`config.mk`:
```
export PLATFORM = sky130hd
export DESIGN_NAME = instr_decoder
export DESIGN_NICKNAME = d
export VERILOG_FILES = /design/src/rtl/instr_decoder_pkg.sv /design/src/rtl/instr_decoder_opcode_decode.sv /design/src/rtl/instr_decoder.sv
export SDC_FILE = /design/constraint.sdc
export NUM_CORES = 1
export LEC_CHECK = 0
export BUFFER_PORTS_ARGS = -buffer_cell sky130_fd_sc_hd__buf_2
export CAP_MARGIN = 20
export CORE_AREA = 3 3 40 42
export CTS_CLUSTER_SIZE = 30
export DETAILED_ROUTE_END_ITERATION = 10
export DIE_AREA = 0 0 43 45
export HOLD_SLACK_MARGIN = 0.15
export PLACE_DENSITY = 0.6
export SLEW_MARGIN = 20
export SYNTH_ARGS = -nofsm -noshare
export SYNTH_HDL_FRONTEND = slang
export SYNTH_SLANG_ARGS = --single-unit
```
`constraint.sdc`:
```
create_clock -name clk -period 1.3 [get_ports clk]
set_input_delay 0.065 -clock clk [delete_from_list [all_inputs] [get_ports clk]]
set_output_delay 0.065 -clock clk [all_outputs]
set_load 0.01 [all_outputs]
```
`src/rtl/instr_decoder_pkg.sv`:
```
// instr_decoder_pkg: opcode constants, FSM state and instruction word types
package instr_decoder_pkg;
   localparam logic [3:0] OP_LOAD = 4'b0000, OP_LOAD_MASK = 4'b1000;
   localparam logic [3:0] OP_MOVE = 4'b1000, OP_MOVE_MASK = 4'b1100;
   localparam logic [3:0] OP_ALU  = 4'b1100, OP_ALU_MASK  = 4'b1110;
   localparam logic [3:0] OP_JMP  = 4'b1110, OP_JMP_MASK  = 4'b1111;
   localparam logic [3:0] OP_JNZ  = 4'b1111, OP_JNZ_MASK  = 4'b1111;
   localparam int CLS_LOAD = 0, CLS_MOVE = 1, CLS_ALU = 2, CLS_JMP = 3, CLS_JNZ = 4;
   typedef enum logic {HOLD, RUN} dec_state_t;
   typedef struct packed {
      logic [3:0] op;
      logic [3:0] imm;
   } instr_t;
   function automatic logic op_match(input logic [3:0] op, input logic [3:0] val, input logic [3:0] mask);
      return (op & mask) == val;
   endfunction
endpackage

```
`src/rtl/instr_decoder_opcode_decode.sv`:
```
// opcode_decode: one-hot opcode class and operand nibble of an instruction word
module opcode_decode
   import instr_decoder_pkg::*;
(
   input  logic [7:0] pm_data,
   output logic [4:0] op_class,
   output logic [3:0] imm
);
   instr_t ins;
   assign ins = instr_t'(pm_data);
   assign imm = ins.imm;
   assign op_class[CLS_LOAD] = op_match(ins.op, OP_LOAD, OP_LOAD_MASK);
   assign op_class[CLS_MOVE] = op_match(ins.op, OP_MOVE, OP_MOVE_MASK);
   assign op_class[CLS_ALU]  = op_match(ins.op, OP_ALU, OP_ALU_MASK);
   assign op_class[CLS_JMP]  = op_match(ins.op, OP_JMP, OP_JMP_MASK);
   assign op_class[CLS_JNZ]  = op_match(ins.op, OP_JNZ, OP_JNZ_MASK);
endmodule

```
`src/rtl/instr_decoder.sv`:
```
// instr_decoder: drives program_sequencer controls, zero flag, reset window and jump squash
module instr_decoder
   import instr_decoder_pkg::*;
#(
   parameter int RESET_CYCLES  = 2,
   parameter bit FLUSH_ON_JUMP = 1'b1
)(
   input  logic       clk,
   input  logic       reset,
   input  logic [7:0] pm_data,
   input  logic       alu_zero,
   output logic       sync_reset,
   output logic       jmp,
   output logic       jmp_nz,
   output logic       dont_jmp,
   output logic [3:0] jmp_addr,
   output logic       alu_en,
   output logic       load_en,
   output logic       flush
);
   dec_state_t state, state_nxt;
   logic [3:0] cnt, cnt_nxt;
   logic [4:0] op_class;
   logic [3:0] imm;
   logic       z, valid, taken;

   opcode_decode u_opcode_decode (.pm_data(pm_data), .op_class(op_class), .imm(imm));

   always_ff @(posedge clk or negedge reset)
      if (!reset) begin
         state <= HOLD;
         cnt   <= '0;
      end else begin
         state <= state_nxt;
         cnt   <= cnt_nxt;
      end

   always_comb begin
      cnt_nxt   = (state == HOLD) ? cnt + 4'd1 : cnt;
      state_nxt = (state == HOLD && cnt == 4'(RESET_CYCLES - 1)) ? RUN : state;
   end

   assign valid    = (state == RUN) && !sync_reset && !flush;
   assign jmp      = valid && op_class[CLS_JMP];
   assign jmp_nz   = valid && op_class[CLS_JNZ];
   assign alu_en   = valid && op_class[CLS_ALU];
   assign load_en  = valid && (op_class[CLS_LOAD] || op_class[CLS_MOVE]);
   assign jmp_addr = (jmp || jmp_nz) ? imm : 4'h0;
   assign taken    = jmp || (jmp_nz && !z);
   assign dont_jmp = z;

   // a flushed cycle is never valid, so it cannot re-arm flush
   always_ff @(posedge clk or negedge reset)
      if (!reset) begin
         sync_reset <= 1'b1;
         z          <= 1'b0;
         flush      <= 1'b0;
      end else begin
         sync_reset <= (state_nxt == HOLD);
         z          <= sync_reset ? 1'b0 : (alu_en ? alu_zero : z);
         flush      <= FLUSH_ON_JUMP && taken;
      end
endmodule

```
# After elaboration in Yosys (flattened, before gate mapping)
# Index checks and enable logic that the tools add are counted.
[op_classes]
div = 0
addsub = 1
n_reduce_logical = 16
bitwise_logic = 2
mux = 4
order_cmp = 0
n_mul = 0
shift = 0
n_eq_ne = 5
[ops]
columns = ["cell", "count"]
rows = [
  ["$eq A4 B4 Y1 const B", 2],
  ["$logic_and A1 B1 Y1", 8],
  ["$add A4 B1 Y4 const B", 1],
  ["$eq A4 B1 Y1 const B", 1],
  ["$logic_not A4 Y1", 1],
  ["$mux W4", 1],
  ["$eq A3 B3 Y1 const B", 1],
  ["$logic_not A1 Y1", 3],
  ["$logic_or A1 B1 Y1", 3],
  ["$mux W1", 3],
  ["$eq A2 B2 Y1 const B", 1],
  ["$not A1 Y1", 2],
  ["$reduce_bool A2 Y1", 1],
]
[word_totals]
register_bits = 8
latchBits = 0
n_memories = 0
in_bits = 11
wordCells = 33
rom_bits = 0
ramBits = 0

# Logic depth before layout (Yosys ltp)
[logic_depth]
depth_word = 6
ltp_mapped = 4

# By module
# Synthesis repeated with hierarchy kept, for this count alone.
[unflattened]
hier_cells = 49
area_unflattened_um2 = 499.2
[modules_own_cells]
columns = ["module", "n_inst", "seq_area_each_um2", "cells_per_inst", "area_each_um2"]
rows = [
  ["instr_decoder", 1, 201.4, 40, 430.4],
  ["opcode_decode", 1, 0.0, 9, 68.8],
]

# Worst setup path before layout
# Ideal clock, no wire load.
[synth_path]
path_kind = "reg-to-reg"
start = "reg state"
end = "reg z (netlist: dont_jmp)"
setup_slack_ns = -0.208
arrival_time_ns = 1.380
stages_incl_launch_ff = 4
n_path_buf = 0
required_time_ns = 1.172
setup_ns = 0.128
path_cell_list = "dfrtp_1 or3b_4 nor3_4 mux2_1"
[synth_between]
elab_chain_cells = 4
[synth_lines]
columns = ["element", "line_no", "text"]
rows = [
  ["from (decl)", "instr_decoder.sv:21", "dec_state_t state, state_nxt;"],
  ["from (signal assigned)", "instr_decoder.sv:34", "state <= state_nxt;"],
  ["$logic_and A1 B1 Y1 (2 in series)", "instr_decoder.sv:43", "assign valid = (state == RUN) && !sync_reset && !flush;"],
  ["$logic_and A1 B1 Y1", "instr_decoder.sv:46", "assign alu_en = valid && op_class[CLS_ALU];"],
  ["via alu_en", "instr_decoder.sv:17", "output logic alu_en,"],
  ["$reduce_bool A2 Y1 (no source line)", "--", ""],
  ["to (signal assigned)", "instr_decoder.sv:60", "z <= sync_reset ? 1'b0 : (alu_en ? alu_zero : z);"],
  ["to (decl)", "instr_decoder.sv:25", "logic z, valid, taken;"],
]
# The timed path passes the listed nets, and every way through them passes these cells.
# A chain may end at the register's enable or synchronous reset.

# Worst setup path after layout
[layout_path]
start = "reg sync_reset"
end = "out jmp"
[layout_between]
elab_chain_cells = 4
[layout_lines]
columns = ["element", "line_no", "text"]
rows = [
  ["from (decl)", "instr_decoder.sv:12", "output logic sync_reset,"],
  ["from (signal assigned)", "instr_decoder.sv:59", "sync_reset <= (state_nxt == HOLD);"],
  ["$logic_not A1 Y1", "instr_decoder.sv:43", ""],
  ["$logic_and A1 B1 Y1 (2 in series)", "instr_decoder.sv:43", ""],
  ["$logic_and A1 B1 Y1", "instr_decoder.sv:44", "assign jmp = valid && op_class[CLS_JMP];"],
  ["to (decl)", "instr_decoder.sv:13", "output logic jmp,"],
]
# Every way passes these cells.

==> flow_summary_export.csv <==
group,metric,value,unit
status,status,"complete, but fails checks",
status,violations,"setup timing",
global_routing,antenna_found_initial,0,
critical_path,crit_chain,"or3b_4, buf_6, nor3_2, buf_2",
critical_path,cp_max_fo,3,
die,start_util,0.3126,
detailed_routing,ant_nets,0,
clock_tree,cts_tree,"built",
placement,globalplace.congestion,0.7285,
logic_synthesis,synth_edf_count,0,
cells_and_area,final_nets,82,
timing,max_slew_margin,0.8589,
cells_and_area,antennaDiodeCount,0,
clock_tree,clock-sinks,8,
global_routing,groute.usage.overall,0.1043,
logic_synthesis,synth_fp_nets,49,
logic_synthesis,ys_ff_latch,8,
timing,drv_slew,0,
placement,place_ws,-107.0,ps
logic_synthesis,synth_cell_types,20,
placement,dpl.hpwl,650.2,um
critical_path,timing.rr.start,"sync_reset",
detailed_routing,vias_per_cell,4.349,
cells_and_area,area_growth,57.32,%
logic_synthesis,async_reset_ff_frac,1.000,
cells_and_area,drive_gt1_frac,0.5000,
critical_path,critPathLaunchType,"flip-flop",
logic_synthesis,syn_area,401.6,sq um
timing,fin_crit_sh,1.177,
critical_path,critical_path_class,"reg2out",
timing,worst_pin_slew,211.0,ps
detailed_routing,wl_per_cell,10.01,um
job,maxCapViolations,0,
power,power_density,886.3,mW/mm^2
clock_tree,insertion_delay,250,ps
die,row_count,13,
detailed_routing,drt-initial-drc-count,3,
clock_tree,cts_made_buffers,3,
critical_path,slowest_stage,"or3b_4",
logic_synthesis,netlist_instances,36,
timing,skew,3.774,ps
timing,rsz0062_at_grt,"yes",
die,ioPinCount,22,
power,combPwrFrac,0.166,
power,p_sw,133.5,uW
timing,period_needed,1530,ps
detailed_routing,wl,831,um
critical_path,critPathLaunch,"sync_reset",
clock_tree,path_clk_slew,60,ps
die,dieArea,0.001935,sq mm
min_path,min_path_type,"in2async",
global_routing,gr-max-usage-layer,"met1",
timing,finalSetupViolations,9,
global_routing,grt_overflow,0,
global_routing,grt_pass1_wl,1421,um
logic_synthesis,synth_warnings,0,
clock_tree,htreeDepth,1,
timing,fmax,0.6537,GHz
detailed_routing,vias,361,
power,p_leak,0.0003450,uW
die,coreArea,0.001285,sq mm
critical_path,cp.required,1240,ps
detailed_routing,drc,0,
global_routing,grt_use_met1,0.1390,
critical_path,slowest_delay,430,ps
clock_tree,clock_path_buffers,2,
logic_synthesis,syn_area_per_cell,11.16,sq um
timing,setup_ws,-229.7,ps
power,ir_worst_vdd,372.5,uV
timing,hold_viol,0,
global_routing,grt_pass1_vias,320,
global_routing,grt_max_degree,9,
power,internal_power,426.5,uW
power,swShare,0.2384,
power,seqPwrFrac,0.468,
die,die-width,43,um
critical_path,arrival,1460,ps
clock_tree,cts_root_buf,"clkbuf_4",
critical_path,crit_path_end_kind,"output pin",
power,clkPwrFrac,0.366,
detailed_routing,firstDrtPassIters,3,
timing,timing.hold.ws,176.6,ps
global_routing,grt_use_met3,0.03187,
placement,port_buffers,21,
logic_synthesis,synth_ff_type,"dfrtp_1",
die,chipHeight,45,um
logic_synthesis,yosysSeqAreaShare,0.5016,
global_routing,gr-usage-met2,0.1198,
## Yosys cell counts, drive strengths merged (2+ instances only)
library cell,instances,area share
and2,5,0.078
dfrtp,7,0.44
nand2,2,0.019
nor2,2,0.019
nor3,2,0.053
xnor2,3,0.065
ha,2,0.062
inv,2,0.019
## power groups by stage
stage / registers, uW / clock network, uW / logic, uW
floorplan: 270 / 0 / 28.0
global placement: 267 / 0 / 75.2
detailed placement: 266 / 0 / 76.6
CTS: 262 / 218 / 94.2
global route: 263 / 235 / 102
finish: 262 / 205 / 92.9
## worst max-delay path: cells and delay by family (launching register included)
| family | cells | cell delay [ps] |
|---|---|---|
| AND/OR/NAND/NOR | 2 | 560 |
| flip-flops | 1 | 360 |
| buffers and inverters | 2 | 290 |
## layer usage
metal	part of all wire	up-vias
met5	0	-
met4	0.035	0
met3	0.024	4
met2	0.52	7
met1	0.42	165
li1	-	185
## final cells by class
cell class	count	area [sq um]
fill	128	653.1
multi-input combinational	26	209.0
sequential	8	201.4
timing repair buffer	28	168.9
clock buffer	4	26.28
tap	15	18.77
inverter	2	7.507
## layout by cell type, fill, tap and decap left out, drive strengths merged, types with 2 or more instances in the layout
cell	instances
buf	25
dfrtp	7
and2	5
clkbuf	4
xnor2	3
dlygate4sd3	3
nand2	2
inv	2
ha	2
nor3	2
nor2	2
## final timing paths
path                         endpoint  slack, ps  depth (start not counted)
setup / recovery                  jmp       -230                          4
hold / removal                 cnt[0]        180                          2
setup reg to reg             dont_jmp        -80                          3
hold reg to reg                 flush        470                          1
max in group asynchronous  sync_reset        890                          2
min in group clk             dont_jmp        190                          3
## metrics by stage
step	std cells	util	setup TNS (ps)	total power, uW	instance area [sq um]
3_3_place_gp	76	0.4323	-256.4	341.9	555.5
4_1_cts	83	0.4917	-1987	574.7	631.9
3_5_place_dp	76	0.4323	-332.9	343.1	555.5
6_report	83	0.4917	-1501	560.0	631.9
2_1_floorplan	36	-	-207.7	298.1	401.6
5_1_grt	83	0.4917	-2246	600.6	631.9
## timing repair
item                                    4_1_cts  5_1_grt
endpoints found under the setup margin        9       10
resized for setup                             5        0
buffers inserted                              0        0
endpoints found under the hold margin        10        0
hold buffers                                  3        0
pin swaps                                     6        4
## flip-flops by register name, indices dropped and copies added, names as in the netlist
| name | cells |
|---|---|
| state | 1 |
| flush | 1 |
| cnt | 4 |
| sync_reset | 1 |
| dont_jmp | 1 |
## cells by family (layout without fill, tap and decap cells)
| kind of cell | Yosys count | in the layout | share of synthesized area |
|---|---|---|---|
| muxes | 1 | 1 | 0.02804 |
| buffers and inverters | 2 | 34 | 0.01870 |
| and+or+nand+nor | 16 | 16 | 0.2617 |
| adders and majority gates | 2 | 2 | 0.06230 |
| AOI/OAI and AO/OA | 4 | 4 | 0.06230 |
| xor gates and xnor gates | 3 | 3 | 0.06543 |
| DFF | 8 | 8 | 0.5016 |
Power figures use the tool's default switching activity.
